**src/rtl/jk_updown_counter.sv**
```systemverilog
// Modulo-MODULUS up/down counter whose state bits are J-K storage stages.
// Supports synchronous reset, parallel load with clamping, terminal count and a wrap pulse.
module jk_updown_counter #(
    parameter int WIDTH   = 4,
    parameter int MODULUS = 10
) (
    input  logic             clk_i,
    input  logic             reset_i,
    input  logic             en_i,
    input  logic             up_i,
    input  logic             load_i,
    input  logic [WIDTH-1:0] d_i,
    output logic [WIDTH-1:0] q_o,
    output logic [WIDTH-1:0] q_bar_o,
    output logic             tc_o,
    output logic             wrap_o
);

    localparam logic [WIDTH:0]   MOD_EXT = (WIDTH + 1)'(MODULUS);
    localparam logic [WIDTH-1:0] MAX_VAL = WIDTH'(MODULUS - 1);

    logic [WIDTH-1:0] count_q;
    logic [WIDTH-1:0] count_d;
    logic [WIDTH-1:0] target;
    logic [WIDTH-1:0] jBits;
    logic [WIDTH-1:0] kBits;
    logic             wrap_q;
    logic             wrap_d;
    logic             atMax;
    logic             atZero;

    assign atMax  = (count_q == MAX_VAL);
    assign atZero = (count_q == '0);

    // Target value the counter should reach; wrap happens only on a counting step.
    always_comb begin
        target = count_q;
        wrap_d = 1'b0;
        if (load_i) begin
            target = ({1'b0, d_i} < MOD_EXT) ? d_i : MAX_VAL;
        end else if (en_i) begin
            if (up_i) begin
                target = atMax ? '0 : count_q + 1'b1;
                wrap_d = atMax;
            end else begin
                target = atZero ? MAX_VAL : count_q - 1'b1;
                wrap_d = atZero;
            end
        end
    end

    // Derive J/K excitations from the desired transition, then apply J-K behaviour per bit.
    always_comb begin
        jBits   = ~count_q & target;
        kBits   = count_q & ~target;
        count_d = count_q;
        for (int i = 0; i < WIDTH; i++) begin
            case ({jBits[i], kBits[i]})
                2'b10:   count_d[i] = 1'b1;
                2'b01:   count_d[i] = 1'b0;
                2'b11:   count_d[i] = ~count_q[i];
                default: count_d[i] = count_q[i];
            endcase
        end
    end

    always_ff @(posedge clk_i) begin
        if (reset_i) begin
            count_q <= '0;
            wrap_q  <= 1'b0;
        end else begin
            count_q <= count_d;
            wrap_q  <= wrap_d;
        end
    end

    assign q_o     = count_q;
    assign q_bar_o = ~count_q;
    assign wrap_o  = wrap_q;
    assign tc_o    = en_i & ~load_i & ((up_i & atMax) | (~up_i & atZero));

endmodule

```
**config.mk**
```make
export PLATFORM = sky130hd
export DESIGN_NAME = jk_updown_counter
export DESIGN_NICKNAME = d
export VERILOG_FILES = /design/src/rtl/jk_updown_counter.sv
export SDC_FILE = /design/constraint.sdc
export NUM_CORES = 1
export LEC_CHECK = 0
export CORE_AREA = 2 2 39 41
export CTS_CLUSTER_SIZE = 16
export DETAILED_ROUTE_END_ITERATION = 16
export DIE_AREA = 0 0 41 43
export GPL_TIMING_DRIVEN = 0
export PLACE_DENSITY = 0.7
export SLEW_MARGIN = 0
export SYNTH_ARGS = -nofsm -noshare
export SYNTH_HDL_FRONTEND = slang
export SYNTH_SLANG_ARGS = --single-unit
```
**constraint.sdc**
```tcl
create_clock -name clk_i -period 3.58 [get_ports clk_i]
set_clock_uncertainty 0.2 [all_clocks]
set_input_delay 0.895 -clock clk_i [delete_from_list [all_inputs] [get_ports clk_i]]
set_output_delay 0.895 -clock clk_i [all_outputs]
set_load 0.05 [all_outputs]
```
==> results.md, run 1 <==
Final layout:
- The layout has roughly 150 filler cells.
- In the final layout, flip-flops and latches occupy 100 um2.
- The utilization of the core after routing is 0.505.
- The total number of nets in the final design is 101.
- The post-route cell area is approximately 700 um2.
- The repair_antennas step left the layout with diodes totalling 0.
- Summing all multi-input logic gate instances after layout gives between 300 and 400 um2.
- In the final layout, the share of cells above drive strength 1 is 0.138.
- The area growth from synthesis to layout is 40.9%.
- Excluding fillers, the count of instances in the completed layout stands at between 100 and 150.

Yosys:
- Among all flip-flop cells after synthesis, the most frequent one is sky130_fd_sc_hd__dfxtp_1.
- The synthesis warning total is 0.
- The mean area per synthesized cell is 7.29 um2.
- Sorting the synthesized cells by area gives the leading types as sky130_fd_sc_hd__dfxtp_1 (20%), sky130_fd_sc_hd__ha_1 (10%), sky130_fd_sc_hd__a21oi_1 (9.1%), sky130_fd_sc_hd__o21ai_0 (7.1%), sky130_fd_sc_hd__nor2_1 (6.8%).
- The post-synth design cell area is 495 um2.
- The commonest cells after synthesis are sky130_fd_sc_hd__a21oi_1 (9), sky130_fd_sc_hd__nor2_1 (9), sky130_fd_sc_hd__inv_1 (7), sky130_fd_sc_hd__o21ai_0 (7), sky130_fd_sc_hd__dfxtp_1 (5).
- The cell type with the largest total area after synthesis is sky130_fd_sc_hd__dfxtp_1.
- The synthesized design contains 0 enable-type register cells.
- The synthesized flop and latch total is 5.
- The area share of the leading cell type in the synthesized netlist is 0.202.
- The register area share after synthesis is 0.202.
- The share of flip-flops with an asynchronous set or reset after synthesis is 0.
- The count of cell types in the netlist is 28.
- Counting every net in the synthesized netlist gives slightly above 80.
- Synthesis handed over a netlist of between 60 and 70 instances.

Critical path:
- The required time at the endpoint of the critical path is ~2500 ps.
- The endpoint type of the worst setup path is an output pin.
- For the worst setup path, the data arrival time is around 2400 ps.
- The startpoint type of the worst setup path is an input pin.
- The worst setup path is of the input pin to output pin kind.
- Along the worst path, the maximum fanout reaches 10.
- The worst reg2reg path startpoint is q_o[1].
- The launching element of the worst setup path is load_i.

Place:
- The number of placed instances, taps included is about 100.
- Once placement finished, the instance area stood at roughly 670 um2.
- Prior to clock tree synthesis, the placed netlist has a worst setup slack of ~130 ps.
- Port buffering added 15 buffers.
- Once detailed placement completed, the half-perimeter wirelength came to between 800 and 900 um.
- The placer's final routability congestion estimate is about 0.75.

Clock network:
- The post-cts resize count is 0.
- Clock-pin slew was measured on the worst setup and hold paths at around 40 ps.
- The clock buffer count from CTS is 3.
- Buffers inserted to repair hold after CTS numbered 0.
- Clock tree synthesis selected as its root buffer the cell sky130_fd_sc_hd__clkbuf_4.
- Post-CTS timing repair inserted 0 buffers for setup.
- For the worst-skew pair, the clock arrives at the later sink with an insertion delay of between 200 and 250 ps.
- The number of sinks driven by the clock tree is 5.
- TritonCTS built the clock tree.
- The maximum level of the CTS H-tree is 1.
- The maximum root-to-sink buffer count is 2.

STA:
- Setup slack on the critical path of the routed design comes to approximately 120 ps.
- Setup total negative slack on the finished layout was measured at 0 ps.
- For the finished layout, the period the worst path requires is around 3500 ps.
- The worst pin sits at a relative slew slack of 0.669.
- The number of pins with negative max-slew slack in the final report is 0.
- For the pin with the worst max-slew slack, the measured transition is 495 ps.
- The peak clock frequency supported by timing is 289 MHz.
- Setup repair after global routing left no endpoint under its margin.
- Setup violations remaining at the end of the flow were counted as 0.
- The final hold violation count is 0.
- Of the available clock period, the critical path in the final layout requires 0.968.
- Across all hold checks on the routed design, the worst slack comes to about 450 ps.

Job:
- The count of max-cap constraint violations is 0.

Route:
- For this run, design rule violations remaining after detail routing come to 0.
- The violation count after the first detailed-route iteration is 13.
- The first detailed-routing pass took 3 iterations.
- The detail route stage leaves a number of antenna-violating nets equal to 0.
- The detail-routed net length per standard cell is around 11 um.
- The final layout contains routed wiring with a total length of 1130 um.
- The total via count in the routed design is between 500 and 600.
- The via density per instance is 5.05.

Pwr:
- The reported leakage power is 0.287 nW.
- The power after layout is between 0.6 and 0.7 mW.
- The power density of the placed cells is slightly below 1000 mW/mm2.
- The worst IR drop on VDD is around 0.38 mV.

Min path:
- In this run the worst hold path is classified as flop to flop.
- The worst hold path begins at q_o[3].

Global routing:
- The global router's overall resource usage is 0.140.
- The number of global-route vias before repair is around 420.
- The number of antenna violations at the first check in global routing was 0.
- The pin count of the biggest net entering global routing is 11.
- The first global-routing pass estimated around 1700 um of wire.
- The total congestion overflow after global routing is 0.

Die:
- The total I/O pin count is 19.
- The core box area is about 0.0014 mm2.
- The die covers ~0.0018 mm2.
- The initial utilization of the core area, before any placement, comes to 0.358.
- After floorplanning, the core was divided into 14 placement rows.
- The x dimension of the die is 41 um.
- From bottom edge to top edge, the die measures approximately 43 um.

Outcome:
- The flow ran to the end, and the final reports show no timing, DRC or antenna violations.
## per-layer routing
metal / GRT usage / vias up / part of all wire
met2: 0.225 / 12 / 0.46
met5: 0 / - / 0
met1: 0.188 / 227 / 0.50
met4: 0.0400 / 0 / 0
met3: 0.0157 / 0 / 0.044
li1: - / 281 / -
## cells in the final DEF, fill, tap and decap left out
master and instances:
sky130_fd_sc_hd__a21oi_1 9, sky130_fd_sc_hd__and2_1 1, sky130_fd_sc_hd__and2_2 1, sky130_fd_sc_hd__clkbuf_1 1, sky130_fd_sc_hd__clkbuf_2 1, sky130_fd_sc_hd__clkbuf_4 3, sky130_fd_sc_hd__clkbuf_8 2, sky130_fd_sc_hd__clkdlybuf4s18_2 1
sky130_fd_sc_hd__clkdlybuf4s50_1 15, sky130_fd_sc_hd__dfxtp_1 5, sky130_fd_sc_hd__ha_1 4, sky130_fd_sc_hd__inv_1 7, sky130_fd_sc_hd__nand2_1 4, sky130_fd_sc_hd__nand2b_1 1, sky130_fd_sc_hd__nand3_1 1, sky130_fd_sc_hd__nand3b_1 1
sky130_fd_sc_hd__nand4_1 1, sky130_fd_sc_hd__nor2_1 9, sky130_fd_sc_hd__nor2b_1 1, sky130_fd_sc_hd__nor3_1 1, sky130_fd_sc_hd__nor4_1 1, sky130_fd_sc_hd__nor4_2 1, sky130_fd_sc_hd__o2111ai_1 1, sky130_fd_sc_hd__o211ai_2 1
sky130_fd_sc_hd__o21ai_0 7, sky130_fd_sc_hd__o311a_1 1, sky130_fd_sc_hd__o31ai_1 1, sky130_fd_sc_hd__o41ai_1 1, sky130_fd_sc_hd__or2b_2 1, sky130_fd_sc_hd__or4_4 1, sky130_fd_sc_hd__xnor2_1 1, sky130_fd_sc_hd__xor2_1 1
## layout make-up
class / instances / share of cell area
buffer: 4 / 0.0609
timing repair buffer: 15 / 0.215
inverter: 7 / 0.0376
clock buffer: 4 / 0.0376
tap: 16 / 0.0287
sequential: 5 / 0.143
multi-input combinational: 52 / 0.477
## sequential cells by signal (all words and copies together), names as in the netlist
name / cells
q_o: 4
wrap_o: 1
## cell families (layout without fill, tap and decap cells)
group	Yosys count	in the layout	synth area share
compound gates	21	21	0.258
xor+xnor	2	2	0.0354
fa+ha+maj	4	4	0.101
buf+inv	11	30	0.139
flops	5	5	0.202
simple gates	25	25	0.265
## worst paths after layout
| kind | to | slack (ps) | cells past startpoint |
|---|---|---|---|
| max reg2reg | q_o[3] | 1480 | 8 |
| min | q_o[3] | 450 | 2 |
| min reg2reg | q_o[3] | 450 | 2 |
| max | tc_o | 120 | 3 |
## power by group
group          leakage [nW]  switching [mW]  internal [mW]  total (mW)
clock                0.0150          0.0198         0.0419      0.0618
sequential           0.0414          0.0464         0.0791       0.126
combinational         0.230           0.303          0.186       0.489
total                 0.287           0.369          0.307       0.677
## worst max-delay path: stages
cell and delay, ps:
sky130_fd_sc_hd__clkdlybuf4s18_2 270, sky130_fd_sc_hd__nor4_2 340, sky130_fd_sc_hd__clkdlybuf4s50_1 860
(Power assumes the default switching activity.)
==> inputs of run 2 (changes only) <==
PLACE_DENSITY = 0.8   (was 0.7)
==> results.md, run 2 (synthesis gave the netlist of run 1 again) <==
Clock network:
- The maximum root-to-sink buffer count came to 2 (unchanged).
- The clock root buffer master is sky130_fd_sc_hd__clkbuf_4.
- The post-CTS clock slew at the launch and capture registers of the worst setup and hold paths came to 40 ps (about the same).
- The clock insertion delay at the later pin of the skew report was 240 ps (about the same).
- The post-cts resize count is 0 (unchanged).
- The maximum level of the CTS H-tree is 1 (unchanged).
- The number of sinks driven by the clock tree is 5 (unchanged).
- The clock buffer count from CTS is 3 (unchanged).
- The total setup buffers inserted after CTS came to 0 (unchanged).
- TritonCTS built the clock tree.
- The number of buffers inserted for hold repair after clock tree synthesis came to 0 (unchanged).

Final layout:
- The share of post-route cells with drive strength above 1 is 0.138 (unchanged).
- Leaving out fill and tap cells, the most frequent cell in the layout is sky130_fd_sc_hd__clkdlybuf4s50_1.
- The flip-flop count of the largest register, all copies and words added was 4 (unchanged).
- The total number of nets in the final design is 101 (unchanged).
- In the layout the commonest cells are sky130_fd_sc_hd__clkdlybuf4s50_1 (15), sky130_fd_sc_hd__a21oi_1 (9), sky130_fd_sc_hd__nor2_1 (9), sky130_fd_sc_hd__inv_1 (7), sky130_fd_sc_hd__o21ai_0 (7).
- The post-route cell area came to 698 um2 (unchanged).
- The area added between synthesis and finish was 40.9% (unchanged).
- The number of antenna repair diodes came to 0 (unchanged).
- The post-layout instance count excluding filler cells is 103 (unchanged).

Pwr:
- The worst IR drop on VDD is 0.414 mV (+7.6%).
- The power density of the placed cells is 965 mW/mm2 (-0.39%).
- The reported leakage power is 0.287 nW (unchanged).

Critical path:
- The required time at the endpoint of the critical path came to 2480 ps (about the same).
- The classification of the worst setup path is input pin to output pin.
- The arrival time at the worst endpoint is 2350 ps (-20 ps).
- The maximum fanout along the worst path is 10 (unchanged).
- STA classifies the critical path startpoint as an input pin.
- The endpoint type of the worst setup path is an output pin.

Die:
- The total I/O pin count is 19 (unchanged).
- The number of placement rows is 14 (unchanged).
- The core box area was 0.00138 mm2 (unchanged).
- The starting utilization of the core area is 0.358 (unchanged).
- The x dimension of the die is 41 um (unchanged).
- The overall die height was 43 um (unchanged).
- The area of the die is 0.00176 mm2 (unchanged).

Route:
- The via density per instance came to 5.03 (-0.38%).
- The remaining antenna violation count after routing is 0 (unchanged).
- The first-pass iteration count of the detailed router is 3 (unchanged).
- The sum of routed wire length over all layers is 1060 um (-6.1%).
- The total via count in the routed design is 518 (-0.38%).
- The violation count after the first detailed-route iteration is 2 (-11).
- The DRC violation count after routing is 0 (unchanged).
- The detail-routed net length per standard cell is 10.3 um (-6.1%).

Job:
- The count of max-cap constraint violations came to 0 (unchanged).

Global routing:
- The pin count of the biggest net entering global routing came to 11 (unchanged).
- The number of antenna violations at the first check in global routing is 0 (unchanged).
- The number of global-route vias before repair is 433 (+4.1%).
- The first-pass GRT wire length is 1670 um (-4.4%).
- The global router's overall resource usage was 0.134 (-0.00617).
- The total congestion overflow after global routing is 0 (unchanged).

STA:
- The number of pins with negative max-slew slack in the final report is 0 (unchanged).
- The measured slew at the worst slew-check pin was 492 ps (-2.48 ps).
- The worst path setup slack after routing is 131 ps (+15.9 ps).
- The final-report setup violation count came to 0 (unchanged).
- The period utilization is 0.963 (-0.00443).
- The final critical delay including setup and external delays is 3450 ps (-15.9 ps).
- The accumulated negative setup slack was 0 ps (unchanged).
- Setup repair after global routing left no endpoint under its margin.
- The final hold violation count came to 0 (unchanged).
- The final-layout worst hold slack is 425 ps (-21.0 ps).
- The peak clock frequency supported by timing is 290 MHz (+0.46%).
- The tightest slew margin relative to the limit was 0.671 (+0.00166).

Place:
- The placer's final routability congestion estimate was 0.727 (-2.8%).
- The placement-stage cell area came to 672 um2 (unchanged).
- The count of input and output buffers was 15 (unchanged).
- The total half-perimeter wirelength after legalization and detailed placement is 867 um (-1.6%).
- The worst setup timing slack at the placement stage was 122 ps (-8.08 ps).
- The number of placed instances, taps included was 99 (unchanged).

Outcome:
- The flow ran to the end, and the final reports show no timing, DRC or antenna violations.

Min path:
- In this run the worst hold path is classified as flop to flop.
-- run 2: critical path, stage by stage --
cell,delay (ps)
sky130_fd_sc_hd__clkdlybuf4s18_2,260
sky130_fd_sc_hd__nor4_2,330
sky130_fd_sc_hd__clkdlybuf4s50_1,860
-- run 2: worst paths after layout --
kind	start	endpoint	slack, ps	cells after the start
max	load_i	tc_o	130	3
min	q_o[3]	q_o[3]	430	2
max reg2reg	q_o[1]	q_o[3]	1480	8
min reg2reg	q_o[3]	q_o[3]	430	2
-- run 2: area by class of cell --
class	count	area, um2
fillers	134	686
inverters	7	26.3
clock buffers	4	26.3
flip-flops and latches	5	100
repair buffers	15	150
multi-input cells	52	333
well taps	16	20.0
plain buffers	4	42.5
-- run 2: stage by stage --
stage	utilization	total power [mW]
global placement	0.486	0.602
finish	0.505	0.674
global route	0.505	0.725
CTS	0.505	0.677
detailed placement	0.486	0.612
floorplan	-	0.478
-- run 2: where the power goes --
part           total, mW  switching [mW]  internal, mW
Combinational      0.487           0.301         0.186
Clock             0.0635          0.0215        0.0420
Sequential         0.124          0.0447        0.0791
Total              0.674           0.367         0.307
-- run 2: layer usage --
metal,routed length [um],GRT usage,vias up
li1,-,-,283
met1,478,0.158,224
met2,546,0.225,11
met3,37,0.0209,0
met4,0,0.0533,0
met5,0,0,-
==> inputs of run 3 (changes only) <==
SLEW_MARGIN = 10   (was 0)
==> results of run 3 <==
The final DEF is identical to that of run 2; final timing and power are the same.
